## config.mk

```make
export PLATFORM = sky130hd
export DESIGN_NAME = scan_timing_gen
export DESIGN_NICKNAME = d
export VERILOG_FILES = /design/src/rtl/scan_timing_gen.sv
export SDC_FILE = /design/constraint.sdc
export NUM_CORES = 1
export LEC_CHECK = 0
export ABC_CLOCK_PERIOD_IN_PS = 2770
export CORE_UTILIZATION = 50
export CTS_CLUSTER_DIAMETER = 50
export DETAILED_ROUTE_END_ITERATION = 6
export PLACE_DENSITY = 0.79
export SLEW_MARGIN = 20
export SYNTH_ARGS = -nofsm -noshare
export SYNTH_HDL_FRONTEND = slang
export SYNTH_SLANG_ARGS = --single-unit
```

## constraint.sdc

```tcl
create_clock -name clk -period 2.77 [get_ports clk]
set_input_delay 0.554 -clock clk [delete_from_list [all_inputs] [get_ports clk]]
set_output_delay 0.554 -clock clk [all_outputs]
set_load 0.01 [all_outputs]
```

## src/rtl/scan_timing_gen.sv

```systemverilog
// rtl/scan_timing_gen.sv - 640x480 raster scan counters, sync/active decode and output alignment delay
module scan_timing_gen #(
    parameter int H_VIS    = 640,
    parameter int H_FP     = 16,
    parameter int H_SYNC   = 96,
    parameter int H_BP     = 48,
    parameter int V_VIS    = 480,
    parameter int V_FP     = 10,
    parameter int V_SYNC   = 2,
    parameter int V_BP     = 33,
    parameter int SYNC_POL = 0,
    parameter int CLK_DIV  = 4,
    parameter int PIPE_DLY = 1
) (
    input  logic       clk,
    input  logic       reset,
    output logic [9:0] horz,
    output logic [9:0] vert,
    output logic       pix_tick,
    output logic       frame_start,
    output logic       hsync,
    output logic       vsync,
    output logic       video_on
);

    localparam int H_TOTAL = H_VIS + H_FP + H_SYNC + H_BP;
    localparam int V_TOTAL = V_VIS + V_FP + V_SYNC + V_BP;

    localparam logic [9:0] H_LAST   = 10'(H_TOTAL - 1);
    localparam logic [9:0] V_LAST   = 10'(V_TOTAL - 1);
    localparam logic [9:0] H_ACT    = 10'(H_VIS);
    localparam logic [9:0] V_ACT    = 10'(V_VIS);
    localparam logic [9:0] HS_START = 10'(H_VIS + H_FP);
    localparam logic [9:0] HS_END   = 10'(H_VIS + H_FP + H_SYNC);
    localparam logic [9:0] VS_START = 10'(V_VIS + V_FP);
    localparam logic [9:0] VS_END   = 10'(V_VIS + V_FP + V_SYNC);
    localparam logic [3:0] DIV_LAST = 4'(CLK_DIV - 1);
    localparam logic       SYNC_ON  = (SYNC_POL != 0);
    localparam logic       SYNC_OFF = !SYNC_ON;

    logic [3:0] div_cnt;
    logic       advance;
    logic [9:0] horz_nxt;
    logic [9:0] vert_nxt;
    logic       hs_nxt;
    logic       vs_nxt;
    logic       vid_nxt;
    logic       hs_r;
    logic       vs_r;
    logic       vid_r;

    assign advance = (div_cnt == DIV_LAST);

    // Decode is taken from the next counter values so it registers alongside horz/vert.
    always_comb begin
        horz_nxt = horz + 10'd1;
        vert_nxt = vert;
        if (horz == H_LAST) begin
            horz_nxt = '0;
            vert_nxt = (vert == V_LAST) ? '0 : vert + 10'd1;
        end
        hs_nxt  = ((horz_nxt >= HS_START) && (horz_nxt < HS_END)) ? SYNC_ON : SYNC_OFF;
        vs_nxt  = ((vert_nxt >= VS_START) && (vert_nxt < VS_END)) ? SYNC_ON : SYNC_OFF;
        vid_nxt = (horz_nxt < H_ACT) && (vert_nxt < V_ACT);
    end

    always_ff @(posedge clk or posedge reset) begin
        if (reset) begin
            div_cnt     <= '0;
            horz        <= H_LAST;
            vert        <= V_LAST;
            pix_tick    <= 1'b0;
            frame_start <= 1'b0;
            hs_r        <= SYNC_OFF;
            vs_r        <= SYNC_OFF;
            vid_r       <= 1'b0;
        end else begin
            pix_tick    <= advance;
            frame_start <= advance && (horz_nxt == '0) && (vert_nxt == '0);
            if (advance) begin
                div_cnt <= '0;
                horz    <= horz_nxt;
                vert    <= vert_nxt;
                hs_r    <= hs_nxt;
                vs_r    <= vs_nxt;
                vid_r   <= vid_nxt;
            end else begin
                div_cnt <= div_cnt + 4'd1;
            end
        end
    end

    // Free-running delay line matches the one-clock read latency of the drawing blocks.
    generate
        if (PIPE_DLY == 0) begin : g_nodly
            assign hsync    = hs_r;
            assign vsync    = vs_r;
            assign video_on = vid_r;
        end else begin : g_dly
            logic [PIPE_DLY-1:0] hs_pipe;
            logic [PIPE_DLY-1:0] vs_pipe;
            logic [PIPE_DLY-1:0] vid_pipe;

            always_ff @(posedge clk or posedge reset) begin
                if (reset) begin
                    hs_pipe  <= {PIPE_DLY{SYNC_OFF}};
                    vs_pipe  <= {PIPE_DLY{SYNC_OFF}};
                    vid_pipe <= '0;
                end else begin
                    hs_pipe[0]  <= hs_r;
                    vs_pipe[0]  <= vs_r;
                    vid_pipe[0] <= vid_r;
                    for (int i = 1; i < PIPE_DLY; i++) begin
                        hs_pipe[i]  <= hs_pipe[i-1];
                        vs_pipe[i]  <= vs_pipe[i-1];
                        vid_pipe[i] <= vid_pipe[i-1];
                    end
                end
            end

            assign hsync    = hs_pipe[PIPE_DLY-1];
            assign vsync    = vs_pipe[PIPE_DLY-1];
            assign video_on = vid_pipe[PIPE_DLY-1];
        end
    endgenerate

endmodule

```

# Yosys cells after proc, flatten, opt, wreduce, memory -nomap -nowiden
# Cells that the tools add are included.
[word_totals]
register_bits = 32
word_cells = 36
[op_classes]
addsub = 3
order_cmp = 6
eq_ne = 3
n_mux = 6
reduce_logical = 7
[ops]
columns = ["operator", "n"]
rows = [
  ["$mux 10", 3],
  ["$add 10x1->10 const B", 2],
  ["$eq 10x10->1 const B", 2],
  ["$logic_not 10->1", 2],
  ["$lt 10x10->1 const B", 2],
  ["$lt 10x9->1 const B", 2],
  ["$ge 10x10->1 const B", 1],
  ["$ge 10x9->1 const B", 1],
  ["$logic_and 1x1->1", 5],
  ["$add 4x1->4 const B", 1],
  ["$eq 4x2->1 const B", 1],
  ["$mux 4", 1],
  ["$mux 1", 2],
]

# Logic depth before layout (Yosys ltp)
[depth]
word_depth = 6
mapped_depth = 8

# Least setup slack after synthesis
# No wires, ideal clock.
[synth_timing]
path_type = "register -> register"
from = "reg horz[0]"
to = "reg frame_start"
setup_ns = 0.095
t_arrival_ns = 2.203
required_time_ns = 2.675
path_slack_ns = 0.472
path_stages_with_launch = 9
n_path_buf = 1
synth_period_minus_slack_ns = 2.298
cell_sequence = "dfstp_2 > ha_1 > nand4_2 > or3_1 > buf_2 > nor3_2 > xnor2_1 > nand3_1 > nor4b_2"
[synth_via]
elab_chain_len = 5
[synth_lines]
columns = ["item", "line", "text"]
rows = [
  ["start: declaration", "17", "output logic [9:0] horz,"],
  ["start signal: assignment", "82", "horz <= horz_nxt;"],
  ["$add 10x1->10 / $eq 10x10->1 (equally long branches)", "56, 58", ""],
  ["$mux 10", "58", "if (horz == H_LAST) begin"],
  ["$logic_not 10->1", "79", "frame_start <= advance && (horz_nxt == '0) && (vert_nxt == '0);"],
  ["$logic_and 1x1->1", "79", ""],
  ["$logic_and 1x1->1 *", "79", ""],
  ["end signal: assignment", "79", ""],
  ["end: declaration", "20", "output logic frame_start,"],
]
# Every way passes the cells marked *; elsewhere a longest branch is shown, timed or not.
# A chain may end at the register's enable or synchronous reset.

# Worst setup path in the final report
# Ends and elaborated chain as after synthesis.

==> flow_summary_export.csv <==
group,metric,value,unit
outcome,outcome,"finished clean",
detailed_routing,drt_wl_total,4400,um
timing,timing.final.crit_share,90.2,%
setup_path,rrSetupSlack,0.27,ns
setup_path,worstSetupStartpoint,"horz[0]",
die,num_rows,22,
timing,hold_ws,0.368,ns
synth,synthesis.area,1960,um^2
timing,setup_ws,0.271,ns
setup_path,cp-start-kind,"flip-flop",
min_path,holdPathStages,0,
clocking,cts.sinks,32,
synth,synthCells,224,
synth,synth.distinct_cells,49,
clocking,post-cts-setup-buffers,0,
final_layout,antenna_cells,0,
placed_design,dpl.hpwl,3090,um
die,ios,27,
detailed_routing,avgRoutedWirePerCell,14.8,um
die,core_area,3720,um^2
grt,grt_max_degree,33,
clocking,cts_tree,"done",
final_layout,drive_above_1_share,14.0,%
pwr,p_total,923,uW
grt,antenna_found_initial,0,
synth,synth_fa_ha_area_share,3.19,%
detailed_routing,firstDrtPassIters,4,
setup_path,end_kind,"flip-flop",
flow_run,max_cap_viol_count,0,
detailed_routing,vias,1726,
timing,maxSlewViolCount,0,
final_layout,syn_to_final_growth,21.0,%
timing,finalCriticalPeriod,2.50,ns
timing,rsz0062_at_grt,"false",
clocking,insertion_delay,0.29,ns
clocking,clock_path_buffers,2,
synth,synth_top_family_by_area,"simple AND/OR/NAND/NOR gates",
synth,synth-simple-area-share,24.2,%
synth,synth_area_per_cell,8.76,um^2
synth,async_flop_share,100,%
synth,yosys_register_bits,32,
setup_path,crit_type,"flip-flop to flip-flop",
clocking,cts_hold_buf,0,
final_layout,nets,256,
die,start_util,52.8,%
timing,hold_viol_final,0,
detailed_routing,ant_nets,0,
clocking,numCtsBuffers,5,
detailed_routing,drc,0,
pwr,ir_worst_vdd,0.183,mV
min_path,hold_path.class,"flip-flop to flip-flop",
placed_design,gp_congestion,0.906,
clocking,clkTransAtPathRegs,0.07,ns
die,die_x,64.6,um
timing,report.final.setup_viol,0,
setup_path,critPathMaxFanout,9,
detailed_routing,vias_per_cell,5.79,
setup_path,cp.required,2.97,ns
setup_path,regToRegStartpoint,"horz[0]",
synth,seq_area_frac_synth,41.7,%
synth,synth_compound_area_share,17.1,%
min_path,whs_endpoint,"hsync",
setup_path,cp.arrival,2.70,ns
die,fp.dieArea,4180,um^2
die,die_y,64.6,um
setup_path,r2r_cells,7,
min_path,min_from,"hs_r",
synth,synth_edf_count,0,
synth,synth_top_flop_cell,"dfrtp_1",
placed_design,numPortBuffers,26,
timing,maxSlewHeadroom,60.2,%
synth,synthXorXnorAreaFrac,7.59,%
timing,clock_skew,0.00684,ns
setup_path,regToRegEndpoint,"frame_start",
timing,tightest_slew,0.589,ns
clocking,htreeDepth,2,
grt,overflow,0,
grt,first_global_vias,1545,
synth,synthesis.nets,231,
synth,synthMuxAreaShare,1.08,%
pwr,p_per_area,389,nW/um^2
timing,finalSetupTns,0,ns
detailed_routing,drt_iter0_drc,124,
timing,maxClockFrequency,400,MHz
synth,yosysWarnings,0,
placed_design,dp_worst_setup_slack,0.313,ns
clocking,ctsResizeCount,0,
grt,grt_pass1_wl,7500,um
grt,track_usage,24.1,%
pwr,p_leak,0.981,nW
clocking,cts_root_buffer,"clkbuf_8",
==> power by group <==
| group | internal, mW | switching, mW |
|---|---|---|
| registers | 0.468 | 0 |
| clock network | 0.266 | 0.177 |
| logic | 0.00226 | 0.00903 |
| total | 0.736 | 0.186 |
==> cells in the final DEF (no fill, tap or decap), types with 6 or more instances in the layout <==
| master | count |
|---|---|
| xnor2_1 | 9 |
| a21oi_1 | 7 |
| o21ai_0 | 19 |
| nand3_1 | 9 |
| xor2_1 | 8 |
| nand2_1 | 31 |
| dfrtp_1 | 18 |
| buf_4 | 6 |
| clkdlybuf4s50_1 | 26 |
| dfstp_2 | 14 |
| nor3_1 | 7 |
| nor2_1 | 17 |
| inv_1 | 10 |
==> worst max-delay path by stage <==
stage	slack, ns	end	cells after the start
after floorplan	0.47	frame_start	8
after global placement	0.39	frame_start	7
after detailed placement	0.31	frame_start	7
after CTS	0.29	frame_start	7
after global routing	0.09	frame_start	7
final	0.27	frame_start	7
==> routing by layer <==
metal,GRT usage [%],part of all wire (%),wire (um)
met1,33.4,47,2070
met2,35.3,46,2040
met5,0,0,0
met3,6.87,5.2,229
met4,9.44,1.3,57
==> synth_stat cells, types with 2 or more instances <==
library cell  number  share of area (%)
a211oi_1           2               0.77
nand4_1            5                1.6
clkbuf_1           5               0.96
nor2b_1            2               0.64
nor4b_1            3                1.3
o21ai_0           19                4.8
xnor2_1            9                4.0
ha_1               5                3.2
a21oi_1            7                1.8
nor2_1            17                3.3
or3_1              4                1.3
o31ai_1            5                1.9
o211ai_1           2               0.77
nand3_1            9                2.3
xor2_1             8                3.6
inv_1             10                1.9
a31oi_1            4                1.3
and3_1             3               0.96
buf_2              8                2.0
nor3_1             7                1.8
nand2_1           31                5.9
dfstp_2           14                 19
dfrtp_1           18                 23
nand3b_1           2               0.77
==> cell type report <==
type / count / area, um^2
Fill cell: 317 / 1340
Multi-Input combinational cell: 168 / 1040
Sequential cell: 32 / 818
Timing Repair Buffer: 32 / 305
Clock buffer: 5 / 68.8
Tap cell: 48 / 60.1
Clock inverter: 3 / 42.5
Inverter: 10 / 37.5
==> state kept, by name, summed over array words and instances (netlist names) <==
signal	cells
horz	10
vert	10
div_cnt	4
frame_start	1
hs_r	1
hsync	1
pix_tick	1
vid_r	1
video_on	1
vs_r	1
vsync	1
==> critical path, stage by stage (launching register included) <==
cell,delay (ns)
dfstp_2,0.59
ha_1,0.28
nand4_2,0.25
or3_1,0.50
nor3_2,0.24
xnor2_1,0.17
nand3_1,0.12
nor4b_2,0.25
==> cells by family after synthesis <==
family          after synthesis
compound gates               52
xor+xnor                     17
fa+ha+maj                     5
buf+inv                      24
flops                        32
mux                           2
simple gates                 92
==> through the flow <==
step / instance area, um^2 / instances / util (%)
5_1_grt: 2370 / 298 / 63.9
3_5_place_dp: 2260 / 290 / 60.9
2_1_floorplan: 1960 / 224 / -
3_3_place_gp: 2260 / 290 / 60.9
4_1_cts: 2370 / 298 / 63.9
6_report: 2370 / 298 / 63.9
(Power assumes the default switching activity.)
